$ cat src/rtl/branch_sequencer_if.sv
// Signal bundle between the branch sequencer and its datapath/control host.
// The host drives start/ir/con; the sequencer drives the control enables, status and statistics.
interface branch_sequencer_if;
  logic        start;
  logic [31:0] ir;
  logic        con;
  logic [1:0]  cond_code;
  logic        gra;
  logic        r_out;
  logic        con_in;
  logic        pc_out;
  logic        y_in;
  logic        c_out;
  logic        add_op;
  logic        z_in;
  logic        zlow_out;
  logic        pc_in;
  logic        busy;
  logic        done;
  logic        taken;
  logic        err;
  logic [15:0] taken_count;
  logic [15:0] not_taken_count;

  modport master (
    output start, ir, con,
    input  cond_code, gra, r_out, con_in, pc_out, y_in, c_out, add_op, z_in, zlow_out, pc_in,
    input  busy, done, taken, err, taken_count, not_taken_count
  );

  modport slave (
    input  start, ir, con,
    output cond_code, gra, r_out, con_in, pc_out, y_in, c_out, add_op, z_in, zlow_out, pc_in,
    output busy, done, taken, err, taken_count, not_taken_count
  );
endinterface

$ cat src/rtl/branch_sequencer.sv
// Control sequencer for a conditional branch: COND -> PCY -> ADD -> UPD, then done.
// Define BRANCH_STATS_EN to build the saturating taken/not-taken counters.
module branch_sequencer #(
  parameter logic [4:0] OPCODE_BR = 5'b10010
) (
  input  logic         clock,
  input  logic         reset,
  branch_sequencer_if.slave bus
);

  typedef enum logic [2:0] {StIdle, StCond, StPcy, StAdd, StUpd} state_e;

  state_e      state_q, state_d;
  logic [1:0]  cond_code_q;
  logic        con_q;
  logic        taken_q;
  logic        done_q;
  logic        err_q;
  logic        is_br;
  logic        accept;
  logic        reject;

  logic unused_ir;
  assign unused_ir = ^{bus.ir[26:21], bus.ir[18:0]};

  assign is_br  = (bus.ir[31:27] == OPCODE_BR);
  assign accept = (state_q == StIdle) && bus.start && is_br;
  assign reject = (state_q == StIdle) && bus.start && !is_br;

  always_comb begin
    state_d = state_q;
    unique case (state_q)
      StIdle:  if (accept) state_d = StCond;
      StCond:  state_d = StPcy;
      StPcy:   state_d = StAdd;
      StAdd:   state_d = StUpd;
      StUpd:   state_d = StIdle;
      default: state_d = StIdle;
    endcase
  end

  always_ff @(posedge clock) begin
    if (reset) begin
      state_q     <= StIdle;
      cond_code_q <= 2'b00;
      con_q       <= 1'b0;
      taken_q     <= 1'b0;
      done_q      <= 1'b0;
      err_q       <= 1'b0;
    end else begin
      state_q <= state_d;
      done_q  <= (state_q == StUpd);
      err_q   <= reject;
      if (accept)             cond_code_q <= bus.ir[20:19];
      if (state_q == StCond)  con_q       <= bus.con;
      if (state_q == StUpd)   taken_q     <= con_q;
    end
  end

  // Enables are a pure decode of the state so nothing leaks through from start or con.
  always_comb begin
    bus.gra      = 1'b0;
    bus.r_out    = 1'b0;
    bus.con_in   = 1'b0;
    bus.pc_out   = 1'b0;
    bus.y_in     = 1'b0;
    bus.c_out    = 1'b0;
    bus.add_op   = 1'b0;
    bus.z_in     = 1'b0;
    bus.zlow_out = 1'b0;
    bus.pc_in    = 1'b0;
    unique case (state_q)
      StCond: begin
        bus.gra    = 1'b1;
        bus.r_out  = 1'b1;
        bus.con_in = 1'b1;
      end
      StPcy: begin
        bus.pc_out = 1'b1;
        bus.y_in   = 1'b1;
      end
      StAdd: begin
        bus.c_out  = 1'b1;
        bus.add_op = 1'b1;
        bus.z_in   = 1'b1;
      end
      StUpd: begin
        bus.zlow_out = 1'b1;
        bus.pc_in    = con_q;
      end
      default: ;
    endcase
  end

  assign bus.busy      = (state_q != StIdle);
  assign bus.cond_code = cond_code_q;
  assign bus.done      = done_q;
  assign bus.err       = err_q;
  assign bus.taken     = taken_q;

`ifdef BRANCH_STATS_EN
  logic [15:0] taken_cnt_q;
  logic [15:0] not_taken_cnt_q;

  // Counters move on the same edge that raises done, so they are current while done is high.
  always_ff @(posedge clock) begin
    if (reset) begin
      taken_cnt_q     <= 16'h0000;
      not_taken_cnt_q <= 16'h0000;
    end else if (state_q == StUpd) begin
      if (con_q) begin
        if (taken_cnt_q != 16'hFFFF) taken_cnt_q <= taken_cnt_q + 16'd1;
      end else begin
        if (not_taken_cnt_q != 16'hFFFF) not_taken_cnt_q <= not_taken_cnt_q + 16'd1;
      end
    end
  end

  assign bus.taken_count     = taken_cnt_q;
  assign bus.not_taken_count = not_taken_cnt_q;
`else
  assign bus.taken_count     = 16'h0000;
  assign bus.not_taken_count = 16'h0000;
`endif

endmodule

$ cat src/flat_wrapper.sv
// flat-port wrapper written by rule: the top's interface ports become plain ports
module branch_sequencer_flat 
#(
  parameter logic [4:0] OPCODE_BR = 5'b10010
)
  (clock, reset, bus_start, bus_ir, bus_con, bus_cond_code, bus_gra, bus_r_out, bus_con_in, bus_pc_out, bus_y_in, bus_c_out, bus_add_op, bus_z_in, bus_zlow_out, bus_pc_in, bus_busy, bus_done, bus_taken, bus_err, bus_taken_count, bus_not_taken_count);
  branch_sequencer_if bus_i ();
  input  logic clock;
  input  logic reset;
  input wire logic [$bits(bus_i.start)-1:0] bus_start;
  input wire logic [$bits(bus_i.ir)-1:0] bus_ir;
  input wire logic [$bits(bus_i.con)-1:0] bus_con;
  output wire logic [$bits(bus_i.cond_code)-1:0] bus_cond_code;
  output wire logic [$bits(bus_i.gra)-1:0] bus_gra;
  output wire logic [$bits(bus_i.r_out)-1:0] bus_r_out;
  output wire logic [$bits(bus_i.con_in)-1:0] bus_con_in;
  output wire logic [$bits(bus_i.pc_out)-1:0] bus_pc_out;
  output wire logic [$bits(bus_i.y_in)-1:0] bus_y_in;
  output wire logic [$bits(bus_i.c_out)-1:0] bus_c_out;
  output wire logic [$bits(bus_i.add_op)-1:0] bus_add_op;
  output wire logic [$bits(bus_i.z_in)-1:0] bus_z_in;
  output wire logic [$bits(bus_i.zlow_out)-1:0] bus_zlow_out;
  output wire logic [$bits(bus_i.pc_in)-1:0] bus_pc_in;
  output wire logic [$bits(bus_i.busy)-1:0] bus_busy;
  output wire logic [$bits(bus_i.done)-1:0] bus_done;
  output wire logic [$bits(bus_i.taken)-1:0] bus_taken;
  output wire logic [$bits(bus_i.err)-1:0] bus_err;
  output wire logic [$bits(bus_i.taken_count)-1:0] bus_taken_count;
  output wire logic [$bits(bus_i.not_taken_count)-1:0] bus_not_taken_count;
  assign bus_i.start = bus_start;
  assign bus_i.ir = bus_ir;
  assign bus_i.con = bus_con;
  assign bus_cond_code = bus_i.cond_code;
  assign bus_gra = bus_i.gra;
  assign bus_r_out = bus_i.r_out;
  assign bus_con_in = bus_i.con_in;
  assign bus_pc_out = bus_i.pc_out;
  assign bus_y_in = bus_i.y_in;
  assign bus_c_out = bus_i.c_out;
  assign bus_add_op = bus_i.add_op;
  assign bus_z_in = bus_i.z_in;
  assign bus_zlow_out = bus_i.zlow_out;
  assign bus_pc_in = bus_i.pc_in;
  assign bus_busy = bus_i.busy;
  assign bus_done = bus_i.done;
  assign bus_taken = bus_i.taken;
  assign bus_err = bus_i.err;
  assign bus_taken_count = bus_i.taken_count;
  assign bus_not_taken_count = bus_i.not_taken_count;
  branch_sequencer #(.OPCODE_BR(OPCODE_BR)) u_core (.clock(clock), .reset(reset), .bus(bus_i));
endmodule
$ cat config.mk
export PLATFORM = sky130hd
export DESIGN_NAME = branch_sequencer_flat
export DESIGN_NICKNAME = d
export VERILOG_FILES = /design/src/rtl/branch_sequencer_if.sv /design/src/rtl/branch_sequencer.sv /design/src/flat_wrapper.sv
export SDC_FILE = /design/constraint.sdc
export NUM_CORES = 1
export LEC_CHECK = 0
export CORE_ASPECT_RATIO = 0.75
export CORE_MARGIN = 5
export CORE_UTILIZATION = 28
export CTS_CLUSTER_DIAMETER = 100
export DETAILED_ROUTE_END_ITERATION = 8
export PLACE_DENSITY = 0.93
export SLEW_MARGIN = 30
export SYNTH_ARGS = -nofsm -noshare
export SYNTH_HDL_FRONTEND = slang
export SYNTH_SLANG_ARGS = --single-unit
$ cat constraint.sdc
create_clock -name clock -period 2.3 [get_ports clock]
set_input_delay 0.46 -clock clock [delete_from_list [all_inputs] [get_ports clock]]
set_output_delay 0.46 -clock clock [all_outputs]
set_load 0.005 [all_outputs]
# Yosys cells after proc, flatten, opt, wreduce, memory -nomap -nowiden
# Cells that the tools add are included.
classes:
  eq_ne: 6
  mux: 7
  reduce_logical: 6
op_table:
  columns: ["cell", "count"]
  rows:
  - ["$pmux 3 s4", 1]
  - ["$eq 3x2->1 const B", 2]
  - ["$eq 5x5->1 const B", 1]
  - ["$mux 1", 5]
  - ["$eq 3x1->1 const B", 1]
  - ["$eq 3x3->1 const B", 1]
  - ["$logic_and 1x1->1", 3]
  - ["$logic_not 3->1", 1]
  - ["$mux 3", 1]
  - ["$reduce_bool 3->1", 1]
  - ["$ne 2x1->1 const B", 1]
  - ["$logic_not 1->1", 1]
word_totals:
  regBits: 9
  in_bits: 36
  out_inout_bits: 48
  elab_cells: 25

# Longest topological paths before layout
# Gate-level depths: netlist of run 1.
depth:
  ltp_word: 5
  mapped_depth: 3
  depth_no_buf: 3

# Worst setup path before layout of run 1
# OpenSTA, ideal clock, no wires.
synth_path:
  path_kind: "register -> output"
  from: "register u_core.state_q[1]"
  to: "output port bus_y_in"
  arrival_time_ns: 0.905
  required_ns: 1.840
  slack_ns: 0.935
  path_stages_with_launch: 3
  path_buffers: 1
  cell_sequence: "dfxtp_1 > nor3b_1 > buf_4"
synth_between:
  elab_chain_cells: 2
synth_rtl:
  columns: ["element", "line_no", "rtl"]
  rows:
  - ["start, declared", "branch_sequencer.sv:13", "state_e state_q, state_d;"]
  - ["start signal, assigned", "branch_sequencer.sv:44", "state_q <= StIdle;"]
  - ["start signal, assigned", "branch_sequencer.sv:51", "state_q <= state_d;"]
  - ["$eq 3x2->1", null, null]
  - ["$mux 1", null, null]
  - ["end, declared", "flat_wrapper.sv:18", "output wire logic [$bits(bus_i.y_in)-1:0] bus_y_in;"]
# No other way between the ends.

# Worst setup path after layout of run 1
layout_path:
  from: "register u_core.state_q[2]"
  to: "output port bus_pc_in"
layout_between:
  elab_chain_cells: 2
layout_rtl:
  columns: ["element", "line_no", "rtl"]
  rows:
  - ["$eq 3x3->1", "branch_sequencer.sv:72", "unique case (state_q)"]
  - ["$mux 1", "branch_sequencer.sv:72", null]
  - ["end, declared", "flat_wrapper.sv:23", "output wire logic [$bits(bus_i.pc_in)-1:0] bus_pc_in;"]
# No other way between the ends.

==> results of run 1 <==
## path summary, 6_finish.rpt
path	slack [ps]	start	endpoint
worst min-delay path	470	u_core.bus.cond_code[0]$_SDFFE_PP0P_	u_core.bus.cond_code[0]$_SDFFE_PP0P_
worst max register to register	1060	u_core.state_q[0]$_SDFFE_PP0P_	u_core.bus.cond_code[1]$_SDFFE_PP0P_
worst max-delay path	120	u_core.state_q[2]$_SDFFE_PP0P_	bus_pc_in
worst min register to register	470	u_core.bus.cond_code[0]$_SDFFE_PP0P_	u_core.bus.cond_code[0]$_SDFFE_PP0P_
## area by class of cell
class	instances	area [um^2]
Clock buffer	4	26.3
Multi-Input combinational cell	58	335
Inverter	1	3.75
Sequential cell	9	180
Tap cell	34	42.5
Fill cell	247	1460
Timing Repair Buffer	26	260
## synth_stat cells
master	number	area (um^2)
nor2b_1	2	12.5
inv_1	1	3.75
a211oi_1	1	7.51
nor4b_2	1	15.0
nor3b_2	2	25.0
o21a_1	1	7.51
and2_2	1	7.51
nand2b_1	4	25.0
and4_4	1	11.3
nor2_1	2	7.51
nor3_1	2	10.0
nor3b_1	1	7.51
mux2i_1	4	40.0
clkbuf_1	1	3.75
and3b_2	1	10.0
conb_1	1	3.75
xnor2_1	1	8.76
nand2_1	1	3.75
buf_4	37	278
dfxtp_1	9	180
nor3_2	1	10.0
## per-layer routing
metal,up-vias,global-route usage
met5,-,0
met2,22,0.137
met3,4,0.0150
li1,222,-
met1,203,0.0707
met4,0,0.0811
## stage by stage
step | utilization | hold WS [ps] | power (uW) | cells | instance area (um^2)
final | 0.367 | 475 | 335 | 132 | 848
after global routing | 0.367 | 517 | 352 | 132 | 848
after CTS | 0.365 | 483 | 338 | 132 | 842
after detailed placement | 0.353 | 472 | 212 | 128 | 816
after global placement | 0.353 | 460 | 211 | 128 | 816
after floorplan | - | 465 | 226 | 106 | 795
## placed cells by master, fill, tap and decap left out
| cell type | netlist | layout |
|---|---|---|
| nor3b_4 | 0 | 1 |
| xnor2_1 | 1 | 1 |
| a211oi_1 | 1 | 1 |
| nor3_1 | 2 | 2 |
| nor2b_1 | 2 | 2 |
| nor3b_2 | 2 | 1 |
| nor3_2 | 1 | 1 |
| clkbuf_4 | 0 | 3 |
| nand2_1 | 1 | 1 |
| and4_4 | 1 | 1 |
| dfxtp_1 | 9 | 9 |
| conb_1 | 1 | 32 |
| and3b_2 | 1 | 1 |
| mux2i_1 | 4 | 4 |
| nor2_1 | 2 | 2 |
| nor4b_2 | 1 | 1 |
| o21a_1 | 1 | 1 |
| clkbuf_1 | 1 | 1 |
| and2_2 | 1 | 1 |
| nand2b_1 | 4 | 4 |
| clkdlybuf4s50_1 | 0 | 26 |
| nor3b_1 | 1 | 1 |
| inv_1 | 1 | 1 |
## registers in the layout, indices dropped and copies added, names as in the netlist
signal / count
u_core.bus.err: 1
u_core.state_q: 3
u_core.bus.taken: 1
u_core.con_q: 1
u_core.bus.done: 1
u_core.bus.cond_code: 2
## logic make-up after synthesis
kind of cell / Yosys count / synth area share
XOR/XNOR: 1 / 0.0129
flip-flops: 9 / 0.266
other: 1 / 0.00553
buffers and inverters: 39 / 0.421
AO/OA/AOI/OAI: 2 / 0.0221
multiplexers: 4 / 0.0590
AND/OR/NAND/NOR: 19 / 0.214
## where the power goes
group	internal, uW	leakage, uW	switching, uW
clock network	67.0	0.0000150	57.4
registers	158	0.0000728	2.12
logic	26.0	0.000273	24.0
## critical path: stages, from the launching register on
cell and delay (ps):
dfxtp_1 450, nor3b_4 320, and2_2 180, clkdlybuf4s50_1 500
==> summary.txt, run 1 <==
Global routing
  • Grt ovf: 0
  • Vias in the first global route: 434
  • GRT Total Usage: 0.0766
  • Initial antenna violation count: 0
  • First-pass GRT wire length: 1.93 mm
  • Largest net degree at the start of global routing: 12

Timing
  • Final worst path period share: 0.946
  • Unrepaired setup endpoints after global routing: no
  • Sum Neg Setup Slack: 0 ps
  • Final Setup Violations: 0
  • Max Clock Freq: 460 MHz
  • Final hold vios: 0
  • Clock Skew: 2.42 ps
  • Pins Over Slew Limit: 0
  • Final setup margin: 124 ps
  • Crit path time final: 2180 ps

Placement
  • RePlAce Congestion: 0.662
  • Final HPWL DP: 1.11 mm
  • Setup WS pre-CTS: 358 ps
  • Port Buf Inserts: 26

Worst hold path
  • Hold depth: 2
  • Worst hold path class: reg -> reg

Route
  • Wire length on met2: 713 um
  • Met3 wire length: 137 um
  • DR top layer: met4
  • Mean routed wirelength per cell: 10.1 um
  • DRC errors left: 0
  • Drt via density: 3.42
  • ANT nets after route: 0
  • Metal1 wirelength: 427 um
  • Initial DRT Pass Iterations: 2
  • Detailed Route WL: 1.33 mm
  • Total number of vias: 451
  • Drt first-iter violations: 1

Die
  • Core Region: 2310 um^2
  • Die Area: 3520 um^2
  • Site Rows: 15
  • I/O pin total: 84
  • Die width: 66.8 um
  • Initial Utilization: 0.294
  • Vert. Die Dim: 52.6 um

CTS
  • Post-CTS Resized: 0
  • Post-CTS Hold Buffers: 0
  • Total CTS buffers: 3
  • Clock root cell: clkbuf_4
  • Max Buffers Root-to-Sink: 2
  • CTS H-Tree Depth: 1
  • Reg clk slew, reported paths: 60 ps
  • Sink Count: 9
  • Clk_lat worst skew: 260 ps
  • Post-CTS Setup Bufs: 0
  • TritonCTS clock tree: built

Logic synthesis
  • Synth warn: 0
  • Seq/Total Area, Yosys: 0.266
  • Syn_area_per_cell: 9.04 um^2
  • Syn Inst Count: 75
  • #FFs+latches synth: 9
  • Synth cell types: 21
  • Post-Syn Area: 678 um^2

Critical path
  • R2R cell count: 3
  • Worst setup EP type: output port
  • CP Launch Type: flop
  • Critical path class: reg -> out
  • CP max FO: 7
  • WP data required: 1840 ps
  • Worst EP arrival: 1720 ps

Power
  • LEAKAGE: 0.000361 uW
  • Power per cell area: 394 nW/um^2
  • Max VDD drop: 112 uV

Cells and area
  • Area Overhead vs Synth: 25.1%
  • Fin nets: 135
  • Share of post-route cells with drive strength above 1: 0.102
  • ANT cells: 0

Run
  • Max cap viols: 0

Outcome
  • Status: completed
(Power assumes the default switching activity.)
==> run 2, diff against run 1 <==
Settings changed: REMOVE_ABC_BUFFERS set to 1.
==> summary.txt, run 2 (same netlist as run 1, synthesis figures left out) <==
Die
  • Site Rows: 15
  • I/O pin total: 84
  • Die Area: 3520 um^2
  • Core Region: 2310 um^2
  • Initial Utilization: 0.294
  • Die width: 66.8 um
  • Vert. Die Dim: 52.6 um

Critical path
  • Worst setup EP type: output port
  • R2R Path Start: u_core.state_q[2]$_SDFFE_PP0P_
  • Worst EP arrival: 1750 ps
  • Crit path launch: u_core.state_q[2]$_SDFFE_PP0P_
  • WP data required: 1840 ps
  • CP Launch Type: flop
  • CP max FO: 7
  • Critical path class: reg -> out

CTS
  • TritonCTS clock tree: built
  • Post-CTS Hold Buffers: 0
  • Total CTS buffers: 3
  • Post-CTS Setup Bufs: 0
  • Post-CTS Resized: 0
  • CTS H-Tree Depth: 1
  • Reg clk slew, reported paths: 70 ps
  • Sink Count: 9
  • Clk_lat worst skew: 260 ps
  • Max Buffers Root-to-Sink: 2
  • Clock root cell: clkbuf_4

Route
  • Mean routed wirelength per cell: 10.3 um
  • Initial DRT Pass Iterations: 4
  • ANT nets after route: 0
  • Detailed Route WL: 1.36 mm
  • DR top layer: met4
  • Met3 wire length: 98 um
  • Metal1 wirelength: 435 um
  • Total number of vias: 428
  • Drt first-iter violations: 8
  • Drt via density: 3.24
  • Wire length on met2: 799 um
  • DRC errors left: 0

Global routing
  • GRT Total Usage: 0.0749
  • Grt ovf: 0
  • Initial antenna violation count: 0
  • Vias in the first global route: 415
  • Largest net degree at the start of global routing: 12
  • First-pass GRT wire length: 1.93 mm

Outcome
  • Status: completed

Cells and area
  • Max reg flops: 3
  • Area Overhead vs Synth: 24.2%
  • Most frequent cells in the layout: conb_1 (32), clkdlybuf4s50_1 (26), dfxtp_1 (9)
  • Most common cell after layout, fill and taps aside: conb_1
  • Share of post-route cells with drive strength above 1: 0.102
  • Final Cell Area: 842 um^2
  • ANT cells: 0
  • Fin nets: 135
  • Biggest register: u_core.state_q

Power
  • Sw power: 84.5 uW
  • Max VDD drop: 176 uV
  • Clock power frac: 0.374
  • Design internal power: 251 uW
  • Pwr Total: 335 uW
  • Seq pwr share: 0.477
  • Comb power frac: 0.149
  • Power per cell area: 398 nW/um^2
  • Net Sw Frac: 0.252
  • LEAKAGE: 0.000363 uW

Timing
  • Final setup margin: 91.5 ps
  • Final worst path period share: 0.960
  • Max Clock Freq: 453 MHz
  • Crit path time final: 2210 ps
  • Final hold vios: 0
  • Unrepaired setup endpoints after global routing: no
  • Final Setup Violations: 0
  • Pins Over Slew Limit: 0
  • Clock Skew: 2.67 ps
  • Worst hold slack: 481 ps
  • Sum Neg Setup Slack: 0 ps

Placement
  • Final HPWL DP: 1.15 mm
  • Port Buf Inserts: 26
  • Placed Area: 816 um^2
  • RePlAce Congestion: 0.728
  • Setup WS pre-CTS: 376 ps

Worst hold path
  • HP Start: u_core.bus.cond_code[1]$_SDFFE_PP0P_
  • Worst hold path class: reg -> reg

Run
  • Max cap viols: 0
==> run 2: cell count changes in the layout (fill, tap and decap cells not counted) <==
cell	delta
nor3b_4	-1
nor3b_2	+1
==> run 2: worst paths after layout <==
path                                                             end  slack [ps]  cells after the start
worst min register to register  u_core.bus.cond_code[1]$_SDFFE_PP0P_         480                      2
worst min-delay path            u_core.bus.cond_code[1]$_SDFFE_PP0P_         480                      2
worst max-delay path                                       bus_pc_in          90                      3
worst max register to register         u_core.bus.taken$_SDFFE_PP0P_        1090                      3
==> run 2: worst max-delay path, stage by stage (launching register included) <==
cell	delay [ps]
dfxtp_1	460
nor3b_2	350
and2_2	190
clkdlybuf4s50_1	490
==> run 2: routing by layer <==
metal / vias up / track usage
li1: 217 / -
met5: - / 0
met2: 18 / 0.146
met3: 2 / 0.0236
met4: 0 / 0.0507
met1: 191 / 0.0646
==> run 2: area by class of cell <==
cell class                      instances  area [um^2]
Clock buffer                            4         26.3
Fill cell                             230         1470
Inverter                                1         3.75
Multi-Input combinational cell         58          329
Sequential cell                         9          180
Tap cell                               34         42.5
Timing Repair Buffer                   26          260
==> run 2: power groups by stage <==
stage / sequential, uW / clock, uW / combinational (uW)
after floorplan: 163 / 0 / 19.8
after global placement: 164 / 0 / 47.5
after detailed placement: 164 / 0 / 48.3
after CTS: 160 / 128 / 48.4
after global routing: 160 / 136 / 56.0
final: 160 / 125 / 50.0
==> run 2: stage by stage <==
step | utilization | std cells
after floorplan | - | 68
after global placement | 0.353 | 128
after detailed placement | 0.353 | 128
after CTS | 0.365 | 132
after global routing | 0.365 | 132
final | 0.365 | 132
